$ cat config.mk
export PLATFORM = sky130hd
export DESIGN_NAME = result_buffer
export DESIGN_NICKNAME = d
export VERILOG_FILES = /design/src/rtl/result_buffer.sv
export SDC_FILE = /design/constraint.sdc
export NUM_CORES = 1
export LEC_CHECK = 0
export BUFFER_PORTS_ARGS = -buffer_cell sky130_fd_sc_hd__buf_4
export CORE_MARGIN = 2
export CORE_UTILIZATION = 30
export DETAILED_ROUTE_END_ITERATION = 7
export PLACE_DENSITY = 0.56
export SYNTH_ARGS = -nofsm -noshare
export SYNTH_HDL_FRONTEND = slang
export SYNTH_SLANG_ARGS = --single-unit
$ cat constraint.sdc
create_clock -name clk -period 3.59 [get_ports clk]
set_input_delay 0.359 -clock clk [delete_from_list [all_inputs] [get_ports clk]]
set_output_delay 0.359 -clock clk [all_outputs]
set_load 0.03 [all_outputs]
$ cat src/rtl/result_buffer.sv
// Captures skewed result rows from the bottom edge of the systolic array, deskews them,
// stores one tile of ROWS rows, then streams the tile out row by row over valid/ready.
module result_buffer #(
  parameter int WIDTH   = 4,
  parameter int OUTSIZE = 16,
  parameter int ROWS    = 4
) (
  input  logic                     clk,
  input  logic                     rst,
  input  logic                     in_valid,
  input  logic [WIDTH*OUTSIZE-1:0] in_result,
  output logic                     in_ready,
  output logic                     out_valid,
  input  logic                     out_ready,
  output logic [WIDTH*OUTSIZE-1:0] out_result,
  output logic                     out_last,
  output logic                     overflow,
  output logic [1:0]               dbg_state
);

  // Handshake: a row transfers on any cycle where out_valid && out_ready; while
  // out_valid is high and out_ready low, out_result/out_last hold. in_ready is
  // advisory only: a column-0 beat is taken iff in_valid && in_ready.

  localparam int PW = (ROWS > 1) ? $clog2(ROWS) : 1;
  localparam int CW = $clog2(ROWS + 1);

  typedef enum logic [1:0] {
    IDLE    = 2'd0,
    COLLECT = 2'd1,
    DRAIN   = 2'd2
  } state_t;

  state_t state, state_n;

  logic [CW-1:0]            acc_cnt;
  logic [CW-1:0]            wr_cnt;
  logic [PW-1:0]            rd_ptr;
  logic [WIDTH-2:0]         acc_pipe;
  logic [WIDTH*OUTSIZE-1:0] aligned_row;
  logic [WIDTH*OUTSIZE-1:0] mem [ROWS];

  logic accept;
  logic write_row;
  logic last_write;
  logic handshake;
  logic drain_done;

  // Lane i is delayed WIDTH-1-i cycles so all lanes of a row line up with lane WIDTH-1.
  for (genvar gi = 0; gi < WIDTH; gi++) begin : g_lane
    localparam int D = WIDTH - 1 - gi;
    if (D == 0) begin : g_live
      assign aligned_row[gi*OUTSIZE +: OUTSIZE] = in_result[gi*OUTSIZE +: OUTSIZE];
    end else begin : g_dly
      logic [OUTSIZE-1:0] dly [D];
      always_ff @(posedge clk) begin
        if (rst) begin
          for (int k = 0; k < D; k++) dly[k] <= '0;
        end else begin
          dly[0] <= in_result[gi*OUTSIZE +: OUTSIZE];
          for (int k = 1; k < D; k++) dly[k] <= dly[k-1];
        end
      end
      assign aligned_row[gi*OUTSIZE +: OUTSIZE] = dly[D-1];
    end
  end

  assign in_ready   = (state != DRAIN) && (acc_cnt < CW'(ROWS));
  assign accept     = in_valid && in_ready;
  assign write_row  = acc_pipe[WIDTH-2] && (state == COLLECT);
  assign last_write = write_row && (wr_cnt == CW'(ROWS - 1));
  assign out_valid  = (state == DRAIN);
  assign out_last   = out_valid && (rd_ptr == PW'(ROWS - 1));
  assign out_result = out_valid ? mem[rd_ptr] : '0;
  assign handshake  = out_valid && out_ready;
  assign drain_done = handshake && out_last;
  assign dbg_state  = state;

  always_comb begin
    state_n = state;
    case (state)
      IDLE:    if (accept) state_n = COLLECT;
      COLLECT: if (last_write) state_n = DRAIN;
      DRAIN:   if (drain_done) state_n = IDLE;
      default: state_n = IDLE;
    endcase
  end

  always_ff @(posedge clk) begin
    if (rst) begin
      state    <= IDLE;
      acc_cnt  <= '0;
      wr_cnt   <= '0;
      rd_ptr   <= '0;
      acc_pipe <= '0;
      overflow <= 1'b0;
    end else begin
      state       <= state_n;
      acc_pipe[0] <= accept;
      for (int k = 1; k < WIDTH - 1; k++) acc_pipe[k] <= acc_pipe[k-1];
      if (in_valid && !in_ready) overflow <= 1'b1;

      if (drain_done) begin
        acc_cnt <= '0;
        wr_cnt  <= '0;
      end else begin
        if (accept && (acc_cnt < CW'(ROWS))) acc_cnt <= acc_cnt + 1'b1;
        if (write_row && (wr_cnt < CW'(ROWS))) wr_cnt <= wr_cnt + 1'b1;
      end

      if (last_write) rd_ptr <= '0;
      else if (handshake) rd_ptr <= out_last ? '0 : rd_ptr + 1'b1;
    end
  end

  // Storage is not reset: counters gate every read, so stale contents are never visible.
  always_ff @(posedge clk) begin
    if (write_row) mem[wr_cnt[PW-1:0]] <= aligned_row;
  end

endmodule

# --- Yosys cells after proc, flatten, opt, wreduce, memory -nomap -nowiden ---
# Memories as Yosys holds them, arrays and structs flattened. A register that Yosys moved wholly into a read port is not among the register bits.
# Index checks and enable logic that the tools add are counted.
totals:
  regBits: 14
  latch_bits: 0
  ram_bits: 352
  mem_bits_ro: 0
  out_inout_bits: 70
  wordCells: 64
  mem_count: 4
op_classes:
  addsub: 3
  n_mul: 0
  div: 0
  magnitude_cmp: 2
  eq_ne: 8
  shift: 0
  n_mux: 20
  n_bitwise: 5
  n_reduce_logical: 16
memory_table:
  columns: ["memory", "depth", "word_bits", "rd", "rd_clocked_by_memory_dff", "wr", "line_no", "rtl"]
  rows:
  - ["mem", 4, 64, 1, 1, 1, "41", "logic [WIDTH*OUTSIZE-1:0] mem [ROWS];"]
  - ["g_lane[0].g_dly.dly", 3, 16, 3, 0, 3, "55", "logic [OUTSIZE-1:0] dly [D];"]
  - ["g_lane[1].g_dly.dly", 2, 16, 2, 0, 2, "55", null]
  - ["g_lane[2].g_dly.dly", 1, 16, 1, 0, 1, "55", null]
op_table:
  columns: ["cell", "n"]
  rows:
  - ["$mux W16", 6]
  - ["$mux W64", 1]
  - ["$reduce_or A16 Y1", 1]
  - ["$mux W2", 6]
  - ["$logic_and A1 B1 Y1", 10]
  - ["$add A3 B1 Y3 const B", 2]
  - ["$lt A3 B3 Y1 const B", 2]
  - ["$mux W1", 6]
  - ["$ne A2 B2 Y1 const B", 3]
  - ["$pmux W2 S3", 1]
  - ["$or A1 B1 Y1", 5]
  - ["$eq A2 B2 Y1 const B", 2]
  - ["$reduce_or A2 Y1", 2]
  - ["$eq A3 B2 Y1 const B", 1]
  - ["$reduce_and A3 Y1", 1]
  - ["$add A2 B1 Y2 const B", 1]
  - ["$eq A2 B1 Y1 const B", 1]
  - ["$logic_not A2 Y1", 1]
  - ["$ne A2 B1 Y1 const B", 1]
  - ["$logic_not A1 Y1", 1]

# --- Longest topological paths before layout ---
depth:
  word_depth: 5
  mapped_depth: 5
  ltp_nobuf: 5

# --- Least setup slack after synthesis ---
# OpenSTA, ideal clock, no wires.
synth_timing:
  path_kind: "flip-flop to flip-flop"
  from: "reg state[0] (netlist: dbg_state[0])"
  to: "mem mem[0][0] (netlist name) (enable)"
  arrival_ns: 2.357
  required_ns: 3.161
  setup_slack_ns: 0.804
  path_stages_with_launch: 3
  n_path_buf: 0
  synth_period_minus_slack_ns: 2.786
  cell_sequence: "dfxtp_1 and3b_1 and2_1"
synth_between:
  elab_chain_cells: 4
synth_rtl:
  columns: ["item", "line_no", "rtl"]
  rows:
  - ["start, declared", "34", "state_t state, state_n;"]
  - ["start signal, assigned", "98", "state <= state_n;"]
  - ["$eq A2 B1 Y1", "70", "assign write_row = acc_pipe[WIDTH-2] && (state == COLLECT);"]
  - ["$logic_and A1 B1 Y1", "70", null]
  - ["$mux W1", "118", "if (write_row) mem[wr_cnt[PW-1:0]] <= aligned_row;"]
  - ["$mux W1 (not written as such)", "118", null]
  - ["end, declared", "41", null]
# Every way passes these cells.

==> flow_metrics.py <==
metrics = {
    "synth": {
        "yosys.area_share.adder_pct": 0.673,
        "synth_area_um2": 13000,
        "synthCells": 683,
        "synth_nets": 758,
        "synth_compound_area_share_pct": 0.596,
        "yosys_warnings": 0,
        "syn_avg_cell_area_um2": 19.1,
        "synth_mux_area_share_pct": 11.3,
        "ys_seq_area_share_pct": 76.3,
        "yosys_register_bits": 368,
        "synth_xor_xnor_area_share_pct": 0.0673,
        "synth.distinct_cells": 33,
        "yosys.area_share.simple_pct": 8.97,
        "synth_top_family_by_area": "multiplexers",
    },
    "run_status": {
        "outcome": "completed",
    },
    "clocking": {
        "cts_tree": "yes",
        "clk_latency_ns": 0.55,
        "cts_num_sinks": 368,
        "post_cts_resize_count": 0,
        "post-cts-setup-buffers": 0,
        "cts_root_buf": "clkbuf_16",
        "clkSlewWorstSetupHoldPaths_ns": 0.06,
        "h-tree-depth": 2,
        "tritoncts.num_buffers": 41,
        "cts.path.max_buffers": 3,
    },
    "drt": {
        "drt_pass1_iterations": 4,
        "detail_route.iter0.violations": 268,
        "vias": 6351,
        "route.antenna.remaining_nets": 0,
        "detail_route.wl_per_cell_um": 16.8,
        "vias_per_cell": 4.22,
        "finalWirelength_um": 25300,
        "drc": 0,
    },
    "worst_setup_path": {
        "crit_path_start_kind": "flop",
        "cp_max_fo": 34,
        "crit_chain": "buf_4 -> mux4_2 -> and2_1 -> buf_4",
        "end_kind": "output port",
        "cp_slowest_cell": "dfxtp_4",
        "crit_top_cell": "buf_4",
        "worstSetupPathType": "flop to output port",
        "arrival_ns": 2.39,
        "max_stage_delay_ns": 0.73,
        "cp.required_ns": 3.23,
    },
    "timing": {
        "tightestPinTransition_ns": 0.839,
        "max_slew_margin_pct": 44.1,
        "hold_slack_ns": 0.0404,
        "setup_viol": 0,
        "period_minus_slack_ns": 2.75,
        "min_period_over_period_pct": 76.5,
        "finalHoldViolCount": 0,
        "clock.fmax_mhz": 364,
        "slew_viol_final": 0,
        "fin_ws_ns": 0.844,
        "fin_worst_skew_ns": 0.0168,
        "setup_tns_ns": 0,
        "rsz0062_at_grt": "no",
    },
    "cells_and_area": {
        "postLayoutCoreUtil_pct": 38.6,
        "syn2layout_area_growth_pct": 27.3,
        "layout.nets": 964,
        "drive_gt1_share_pct": 30.9,
        "fin_cells": 1506,
        "n_antenna_cell": 0,
        "layout_common_cells": "256 x edfxtp_1, 141 x buf_4, 110 x dfxtp_1",
        "fillers": 4052,
        "layout_commonest_cell": "edfxtp_1",
    },
    "floorplanning": {
        "start_util_pct": 30.3,
        "core_area_um2": 43000,
        "die_w_um": 212,
        "rows": 76,
        "dieHeight_um": 212,
        "ioPinCount": 138,
        "die-area_um2": 45100,
    },
    "global_route": {
        "grt_max_degree": 68,
        "gr-total-overflow": 0,
        "grt_first_pass_wirelength_um": 38500,
        "grt_busiest_layer": "met2",
        "antenna_found_initial": 0,
        "grt.met3_usage_pct": 2.45,
        "met1_usage_pct": 14.8,
        "grt_pass1_vias": 6670,
        "grtUsageMet2_pct": 18.8,
        "grtUsageTotal_pct": 11.5,
    },
    "pwr": {
        "pwr-share-seq_pct": 51.2,
        "power_frac_clock_pct": 46.7,
        "switchingPower_mw": 1.79,
        "peakVddDrop_mv": 0.277,
        "power_frac_comb_pct": 2.1,
        "power.leakage_nw": 5.85,
        "powerDensity_nw_per_um2": 543,
        "internal_power_mw": 7.22,
        "swShare_pct": 19.8,
    },
    "worst_hold_path": {
        "worstHoldPathType": "input pin to flop",
    },
    "placed_design": {
        "port_buffers": 137,
        "place_inst": 1383,
        "dp_slack_ns": 1.33,
        "hpwl_um": 14200,
        "place_congestion": 0.661,
    },
    "job": {
        "drv_cap": 0,
    },
}
-- cell usage after synthesis (all sizes together) --
cell type,number,area (µm²)
dfxtp,112,2240
nor2,5,18.8
nand2b,3,21.3
ha,7,87.6
mux4,64,1460
o21ai,3,15.0
nand3b,1,7.51
edfxtp,256,7690
xnor2,1,8.76
buf,14,173
clkbuf,19,72.6
and3,1,6.26
nand2,2,7.51
and2,69,432
a21o,1,7.51
mux2i,2,20.0
or3,2,12.5
nor3,1,5.00
a31oi,1,6.26
inv,6,22.5
nor4,1,6.26
and3b,1,8.76
and4bb,1,12.5
a31o,1,8.76
nor2b,99,619
nand3,2,10.0
a21oi,8,40.0
-- kinds of logic (layout without fill, tap and decap cells) --
family	count (synthesis)	after routing
buffers and inverters	39	277
adder cells (fa/ha/maj)	7	7
AO/OA/AOI/OAI	14	14
XOR/XNOR	1	1
AND/OR/NAND/NOR	188	188
multiplexers	66	66
flip-flops	368	368
-- stage by stage --
stage | power (mW) | area, µm²
floorplan | 4.75 | 13000
global placement | 4.85 | 14700
detailed placement | 4.85 | 14700
CTS | 9.17 | 16600
global route | 9.36 | 16600
finish | 9.00 | 16600
-- timing repair --
item                                    CTS  global route
hold endpoints to repair                 96             0
hold buffers                             48             0
endpoints found under the setup margin    0             0
-- path summary, 6_finish.rpt --
path / from / to / slack, ns / depth (start not counted)
worst min-delay path: in_result[15] / g_lane[0].g_dly.dly[0][15]$_SDFF_PP0_ / 0.04 / 2
worst max register to register: dbg_state[1]$_SDFFE_PP0P_ / mem[0][9]$_DFFE_PP_ / 1.66 / 3
worst min register to register: g_lane[0].g_dly.dly[0][31]$_SDFF_PP0_ / g_lane[0].g_dly.dly[0][47]$_SDFF_PP0_ / 0.43 / 1
worst max-delay path: flop / out_result[9] / 0.84 / 4
-- power by group through the flow --
stage          logic (mW)  registers (mW)  clock network (mW)
2_1_floorplan      0.0627            4.69                   0
3_3_place_gp        0.149            4.70                   0
3_5_place_dp        0.152            4.70                   0
4_1_cts             0.194            4.61                4.36
5_1_grt             0.210            4.61                4.53
6_report            0.191            4.61                4.20
-- registers in the layout, summed over array words and instances, names as in the netlist, named ones only --
| signal | count |
|---|---|
| mem | 256 |
| g_lane.g_dly.dly | 96 |
| acc_cnt | 3 |
| acc_pipe | 3 |
| wr_cnt | 3 |
| dbg_state | 2 |
| rd_ptr | 2 |
| overflow | 1 |
-- cell type report --
type	instances	area [µm²]	share of cell area, %
flip-flops and latches	368	9940	60.0
multi-input cells	276	2830	17.1
repair buffers	196	1680	10.1
clock buffers	46	1070	6.43
well taps	585	732	4.42
clock inverters	29	305	1.84
inverters	6	22.5	0.136
-- worst max-delay path, delay by kind of cell, from the launching register on --
| family | cells | cell delay (ns) |
|---|---|---|
| buf+inv | 2 | 0.59 |
| flops | 1 | 0.73 |
| mux | 1 | 0.34 |
| simple gates | 1 | 0.18 |
-- layer usage --
metal | vias up | wire [µm]
met3 | 46 | 1230
met4 | 0 | 693
met1 | 3189 | 11300
met5 | - | 0
met2 | 146 | 12100
li1 | 2970 | -
Note: power is estimated with default switching activity, not from simulation.
